<file path="config.mk">
export PLATFORM = sky130hd
export DESIGN_NAME = fir_mac_sequencer
export DESIGN_NICKNAME = d
export VERILOG_FILES = /design/src/rtl/fir_mac_sequencer.sv
export SDC_FILE = /design/constraint.sdc
export NUM_CORES = 2
export LEC_CHECK = 0
export ABC_AREA = 1
export BUFFER_PORTS_ARGS = -buffer_cell sky130_fd_sc_hd__buf_2
export CAP_MARGIN = 40
export CORE_UTILIZATION = 60
export CTS_BUF_LIST = sky130_fd_sc_hd__clkbuf_16
export DETAILED_ROUTE_END_ITERATION = 8
export PLACE_DENSITY = 0.76
export RECOVER_POWER = 100
export SETUP_SLACK_MARGIN = 0.15
export SYNTH_ARGS = -nofsm -noshare
export SYNTH_HDL_FRONTEND = slang
export SYNTH_SLANG_ARGS = --single-unit
</file>
<file path="constraint.sdc">
create_clock -name clk -period 10.1 [get_ports clk]
set_input_delay 1.515 -clock clk [delete_from_list [all_inputs] [get_ports clk]]
set_output_delay 1.515 -clock clk [all_outputs]
set_load 0.005 [all_outputs]
</file>
<file path="src/rtl/fir_mac_sequencer.sv">
// Read-side FIR controller: pops one sample, runs a shared MAC over TAPS taps, then presents y[n] on valid/ready.
// Optional output saturation is built when FIR_SEQ_SAT_EN is defined; otherwise y is two's-complement wrapped.
module fir_mac_sequencer #(
    parameter int TAPS      = 64,
    parameter int DW        = 16,
    parameter int AW        = 6,
    parameter int OUT_SHIFT = 15
) (
    input  logic          clk,
    input  logic          rstn,
    input  logic          fifo_empty,
    output logic          fifo_rd,
    input  logic [DW-1:0] fifo_rdata,
    output logic [AW-1:0] coef_addr,
    input  logic [DW-1:0] coef_data,
    output logic [DW-1:0] out_data,
    output logic          out_valid,
    input  logic          out_ready,
    output logic          busy
);
    localparam logic [2:0] S_IDLE  = 3'd0;
    localparam logic [2:0] S_FETCH = 3'd1;
    localparam logic [2:0] S_LOAD  = 3'd2;
    localparam logic [2:0] S_MAC   = 3'd3;
    localparam logic [2:0] S_OUT   = 3'd4;
    localparam int ACCW = 2*DW + AW;

    logic [2:0]               state;
    logic [AW-1:0]            wr_ptr;
    logic [AW-1:0]            k;
    logic [AW-1:0]            rd_idx;
    logic signed [DW-1:0]     dline [TAPS];
    logic signed [DW-1:0]     x_tap;
    logic signed [2*DW-1:0]   prod;
    logic signed [ACCW-1:0]   acc;
    logic signed [ACCW-1:0]   acc_nxt;
    logic [DW-1:0]            y_out;

    // wr_ptr points at the newest sample while MAC runs, so k walks back in time.
    assign rd_idx  = wr_ptr - k;
    assign x_tap   = dline[rd_idx];
    assign prod    = (2*DW)'($signed(coef_data)) * (2*DW)'(x_tap);
    assign acc_nxt = acc + ACCW'(prod);

`ifdef FIR_SEQ_SAT_EN
    localparam logic signed [ACCW-1:0] Y_MAX = {{(ACCW-DW+1){1'b0}}, {(DW-1){1'b1}}};
    localparam logic signed [ACCW-1:0] Y_MIN = {{(ACCW-DW+1){1'b1}}, {(DW-1){1'b0}}};
    logic signed [ACCW-1:0] y_full;

    assign y_full = acc_nxt >>> OUT_SHIFT;

    always_comb begin
        y_out = y_full[DW-1:0];
        if (y_full > Y_MAX)
            y_out = Y_MAX[DW-1:0];
        else if (y_full < Y_MIN)
            y_out = Y_MIN[DW-1:0];
    end
`else
    assign y_out = DW'(acc_nxt >>> OUT_SHIFT);
`endif

    assign fifo_rd   = (state == S_FETCH) && !fifo_empty;
    assign coef_addr = (state == S_MAC) ? k : '0;
    assign out_valid = (state == S_OUT);
    assign busy      = (state != S_IDLE);

    always_ff @(posedge clk) begin
        if (!rstn) begin
            state    <= S_IDLE;
            wr_ptr   <= '0;
            k        <= '0;
            acc      <= '0;
            out_data <= '0;
            for (int i = 0; i < TAPS; i++)
                dline[i] <= '0;
        end else begin
            case (state)
                S_IDLE:  state <= S_FETCH;
                S_FETCH: if (!fifo_empty) state <= S_LOAD;
                S_LOAD: begin
                    dline[wr_ptr] <= $signed(fifo_rdata);
                    acc           <= '0;
                    k             <= '0;
                    state         <= S_MAC;
                end
                S_MAC: begin
                    acc <= acc_nxt;
                    k   <= k + AW'(1);
                    if (k == AW'(TAPS-1)) begin
                        wr_ptr   <= wr_ptr + AW'(1);
                        out_data <= y_out;
                        state    <= S_OUT;
                    end
                end
                S_OUT:   if (out_ready) state <= S_IDLE;
                default: state <= S_IDLE;
            endcase
        end
    end
endmodule
</file>
* Yosys cells after proc, flatten, opt, wreduce, memory -nomap -nowiden
Memories as Yosys holds them, arrays and structs flattened. Cells that the tools add are included.
Storage, ports and cells: flip-flop bits (word level) 69, memories 1, bits in writable memories 1024, input port bits 36, word-level logic and storage cells 41, output and inout port bits 25
Cells by class: add/sub/neg operators 4, equal/unequal tests 8, multipliers 1, reductions and logical operators 8, muxes and demuxes 14
Memories:
- dline | words 64, bits a word 16, rd ports 1, clocked after memory_dff 0, write ports 64, line 32 | logic signed [DW-1:0] dline [TAPS];
Operators by type and width (number):
- $pmux W38 S2 | 1
- $add A38 B32 Y38 | 1
- $mul A16 B16 Y32 | 1
- $mux W16 | 1
- $reduce_or A16 Y1 | 1
- $pmux W3 S5 | 1
- $add A6 B1 Y6 const B | 2
- $mux W6 | 2
- $pmux W6 S2 | 1
- $mux W3 | 3
- $eq A3 B2 Y1 const B | 2
- $eq A6 B6 Y1 const B | 1
- $sub A6 B6 Y6 | 1
- $mux W1 | 5
- $ne A2 B1 Y1 const B | 2
- $eq A3 B1 Y1 const B | 1
- $eq A3 B3 Y1 const B | 1
- $logic_not A3 Y1 | 1
- $reduce_and A3 Y1 | 1
- $reduce_bool A3 Y1 | 1
- $ne A2 B2 Y1 const B | 1
- $reduce_and A2 Y1 | 1
- $reduce_bool A2 Y1 | 1
- $logic_and A1 B1 Y1 | 1
- $logic_not A1 Y1 | 1

* Logic depth before layout (Yosys ltp)
depth after elaboration 6, gate-level depth with buffers 50, depth with buffers taken out 46

* Worst setup path before layout
Ideal clock, no wire load.
path kind register to register, start point reg wr_ptr[0], end point reg acc[28], library setup time 0.134 ns, buffers on the path 4, cell stages (with the launch flop) 38, setup slack 2.189 ns, period minus slack after synthesis 7.911 ns, arrival 7.777 ns, required time 9.966 ns, cell sequence dfxtp_1 -> buf_2 -> inv_2 -> ha_1 -> fa_1 -> buf_4 -> inv_4 -> buf_4 -> clkbuf_1 -> a21oi_1 -> a221oi_1 -> o21ai_0 -> nand3_1 -> o21ai_1 -> nand2_1 -> nand2_2 -> inv_1 -> nand2_1 -> [... 2 more ...] -> inv_1 -> fa_1 -> fa_1 -> fa_1 -> inv_1 -> fa_1 -> inv_1 -> ha_1 -> nand2_1 -> nor4_1 -> nand3_1 -> nand3_1 -> nand3_1 -> nand2_1 -> a21boi_0 -> xor2_1 -> nand2_1 -> a21oi_1
Between the ends: cells in the longest elaborated chain, start to end 5
RTL lines:
- from (decl) | line 29 | logic [AW-1:0] wr_ptr;
- from (signal assigned) | line 91 | wr_ptr <= wr_ptr + AW'(1);
- $sub A6 B6 Y6 | line 40 | assign rd_idx = wr_ptr - k;
- $mem_v2 Z64 W16
- $mul A16 B16 Y32 | line 42 | assign prod = (2*DW)'($signed(coef_data)) * (2*DW)'(x_tap);
- $add A38 B32 Y38 | line 43 | assign acc_nxt = acc + ACCW'(prod);
- $pmux W38 S2 | line 78 | case (state)
- to (signal assigned) | line 88 | acc <= acc_nxt;
- to (decl) | line 35 | logic signed [ACCW-1:0] acc;
No other way between the ends. A chain may end at the register's enable or synchronous reset.

* Final worst setup path
start point reg wr_ptr[0], end point reg out_data[8]
Between the ends: cells in the longest elaborated chain, start to end 4
RTL lines:
- $sub A6 B6 Y6 | line 40
- $mem_v2 Z64 W16
- $mul A16 B16 Y32 | line 42
- $add A38 B32 Y38 | line 43
- to (signal assigned) | line 92 | out_data <= y_out;
- to (decl) | line 16 | output logic [DW-1:0] out_data,
No other way between the ends.

==> results.md <==
- Max-Cap Viols: 2
- Post-route ant nets: 0
- YS warnings: 0
- H-Tree Depth: 3
- Critical path peak fanout: 44
- Die height: 316.8 um
- Clock transition at path regs: 60 ps
- Startpoint types: flip-flop
- CP endpoint kind: flip-flop
- Share of flip-flops with an asynchronous set or reset: 0
- Reg2reg setup slack: 450 ps
- Worst Setup SP: wr_ptr[0]
- TritonCTS clock tree: yes
- Port buffer count: 60
- Final critical-path required period: 9650 ps
- Final setup vio count: 0
- FF-to-FF End: out_data[8]
- Achievable Freq: 103.6 MHz
- Die Wd: 316.8 um
- Vias in the first global route: 43.48k
- Synth Area per Inst: 9.902 um2
- Outcome: finished, violations left
- Area share of the largest cell type after synthesis: 0.5171
- Setup tns final: 0 ps
- Post-synth EDFFs: 1024
- Clk Latency, worst-skew pair: 730 ps
- Area Growth Syn to Fin: 7.026%
- TritonRoute pass-1 iters: 8
- Layout cells sized above 1: 0.06835
- Post-Synthesis Cells: 6005
- Slowest CP cell: fa_4
- Worst setup path class: flip-flop to flip-flop
- HPWL after DPL: 109800 um
- CP Data Arrival Time: 10290 ps
- Fill count: 7646
- Largest net degree at the start of global routing: 157
- Final period util: 0.9554
- CORE AREA: 98280 um2
- Io pins: 61
- GPL Wtd Cong: 1.003
- Ant. Diodes: 0
- Ys flop type: edfxtp_1
- Min-Delay Path Class: flip-flop to flip-flop
- Top cells by area, synth: edfxtp_1, fa_1, nor2_1
- WL/cell: 23.51 um
- CP endpoint: out_data[8]
- Worst-case clock buffer depth: 3
- Cell variety after synth: 49
- Clock Tree Root: clkbuf_16
- Max-slew headroom: -0.5337
- Starting Density: 0.6051
- GRT Residual Overflow: 0
- Residual DRC: 0
- Most used cell, CP: inv_1
- Max-slew violation count: 61
- Cell accounting for the most synthesized area: edfxtp_1
- Max Clock Skew: 39.38 ps
- RR Startpoint: wr_ptr[0]
- Num rows: 115
- Initial antenna violation count: 1
- FF+latch count, synth: 1086
- Worst EP required: 10740 ps
- Synthesized area: 59460 um2
- TritonCTS buffer count: 109
- Vias: 45.16k
- Hold Vio Cnt, Final: 0
- Failing checks: capacitance limit, slew limit
- Unrepaired setup endpoints after global routing: false
- Count leader, synth: nor2_1
- Register-to-Register Path Depth: 38
- Post-Route WL: 170200 um
- Sequential element share of the synthesized area: 0.5380
- First-pass GRT wire length: 256400 um
- Violation count after the first detailed-route iteration: 6087
- Drt via density: 6.236
- Nets: 6288
- Slew at the pin with the worst max-slew slack: 2292 ps
- Post-synth top cells: nor2_1, nand2_1, edfxtp_1
- Slowest stage delay, CP: 700 ps
- Die area: 100400 um2
- All-layer global routing usage: 0.3405
- Sink Count: 1086
- Mapped Nets: 6429
[area by class of cell]
cell class	instances	area, um2	area share
well taps	1287	1610	0.02530
repair buffers	184	1745	0.02743
inverters	456	1747	0.02745
multi-input cells	4027	23200	0.3646
clock inverters	89	513.0	0.008061
clock buffers	113	2828	0.04443
flip-flops and latches	1086	31990	0.5027
[metal layers]
layer	GRT usage	up-vias	wire length (um)
met3	0.08295	556	21730
li1	-	19712	-
met1	0.4484	21915	60750
met2	0.5308	2977	78100
met4	0.1687	2	9622
met5	0	-	18
[sequential cells by signal, summed over array words and instances (netlist names)]
register,count
dline,1024
wr_ptr,6
acc,31
out_data,16
state,3
k,6
[logic make-up (layout without fill, tap and decap cells)]
group / after synthesis / in the layout / synth area share
and+or+nand+nor: 2882 / 2882 / 0.1986
DFF: 1086 / 1086 / 0.5380
buffers and inverters: 892 / 842 / 0.06910
AOI/OAI and AO/OA: 744 / 744 / 0.07449
adders and majority gates: 388 / 388 / 0.1178
xor gates and xnor gates: 13 / 13 / 0.002041
[placed cells by master, fill, tap and decap left out, drive strengths merged, types with 62 or more instances in the layout]
cell       n
dfxtp     62
buf      150
a21oi    454
clkbuf   147
nand2   1228
nor2    1221
fa       286
edfxtp  1024
ha       102
o21ai    105
nand3    367
inv      480
a221oi   149
[critical path, delay by kind of cell (launching register included)]
family                     cells  cell delay [ps]
and+or+nand+nor                9             1280
DFF                            1              430
adders and majority gates      9             3850
AOI/OAI and AO/OA             10             2320
buffers and inverters         10             1600
[through the flow]
| step | util | worst slack, ps | instances | instance area [um2] | hold WS [ps] |
|---|---|---|---|---|---|
| after global placement | 0.6115 | 362.2 | 7019 | 60090 | 450.0 |
| after detailed placement | 0.6159 | 207.7 | 7038 | 60520 | 452.4 |
| after global routing | 0.6476 | 101.3 | 7242 | 63640 | 480.2 |
| after floorplan | - | 2189 | 6005 | 59460 | 448.9 |
| after CTS | 0.6499 | 163.0 | 7240 | 63870 | 461.8 |
| final | 0.6476 | 450.1 | 7242 | 63640 | 463.9 |
[how the worst min path moves through the flow]
stage,start,end,slack (ps),cells past startpoint
after floorplan,acc[19],acc[19],450,2
after global placement,out_data[2],out_data[2],450,2
after detailed placement,out_data[1],out_data[1],450,2
after CTS,out_data[1],out_data[1],460,2
after global routing,out_data[1],out_data[1],480,2
final,out_data[1],out_data[1],460,2
[timing repair]
item | CTS | global route
setup buffers | 0 | 2
endpoints found under the setup margin | 0 | 30
hold buffers | 0 | 0
resized for setup | 0 | 13
Power is not shown: default switching activity piles up to over one toggle a cycle in this logic, so the estimate is an artifact.
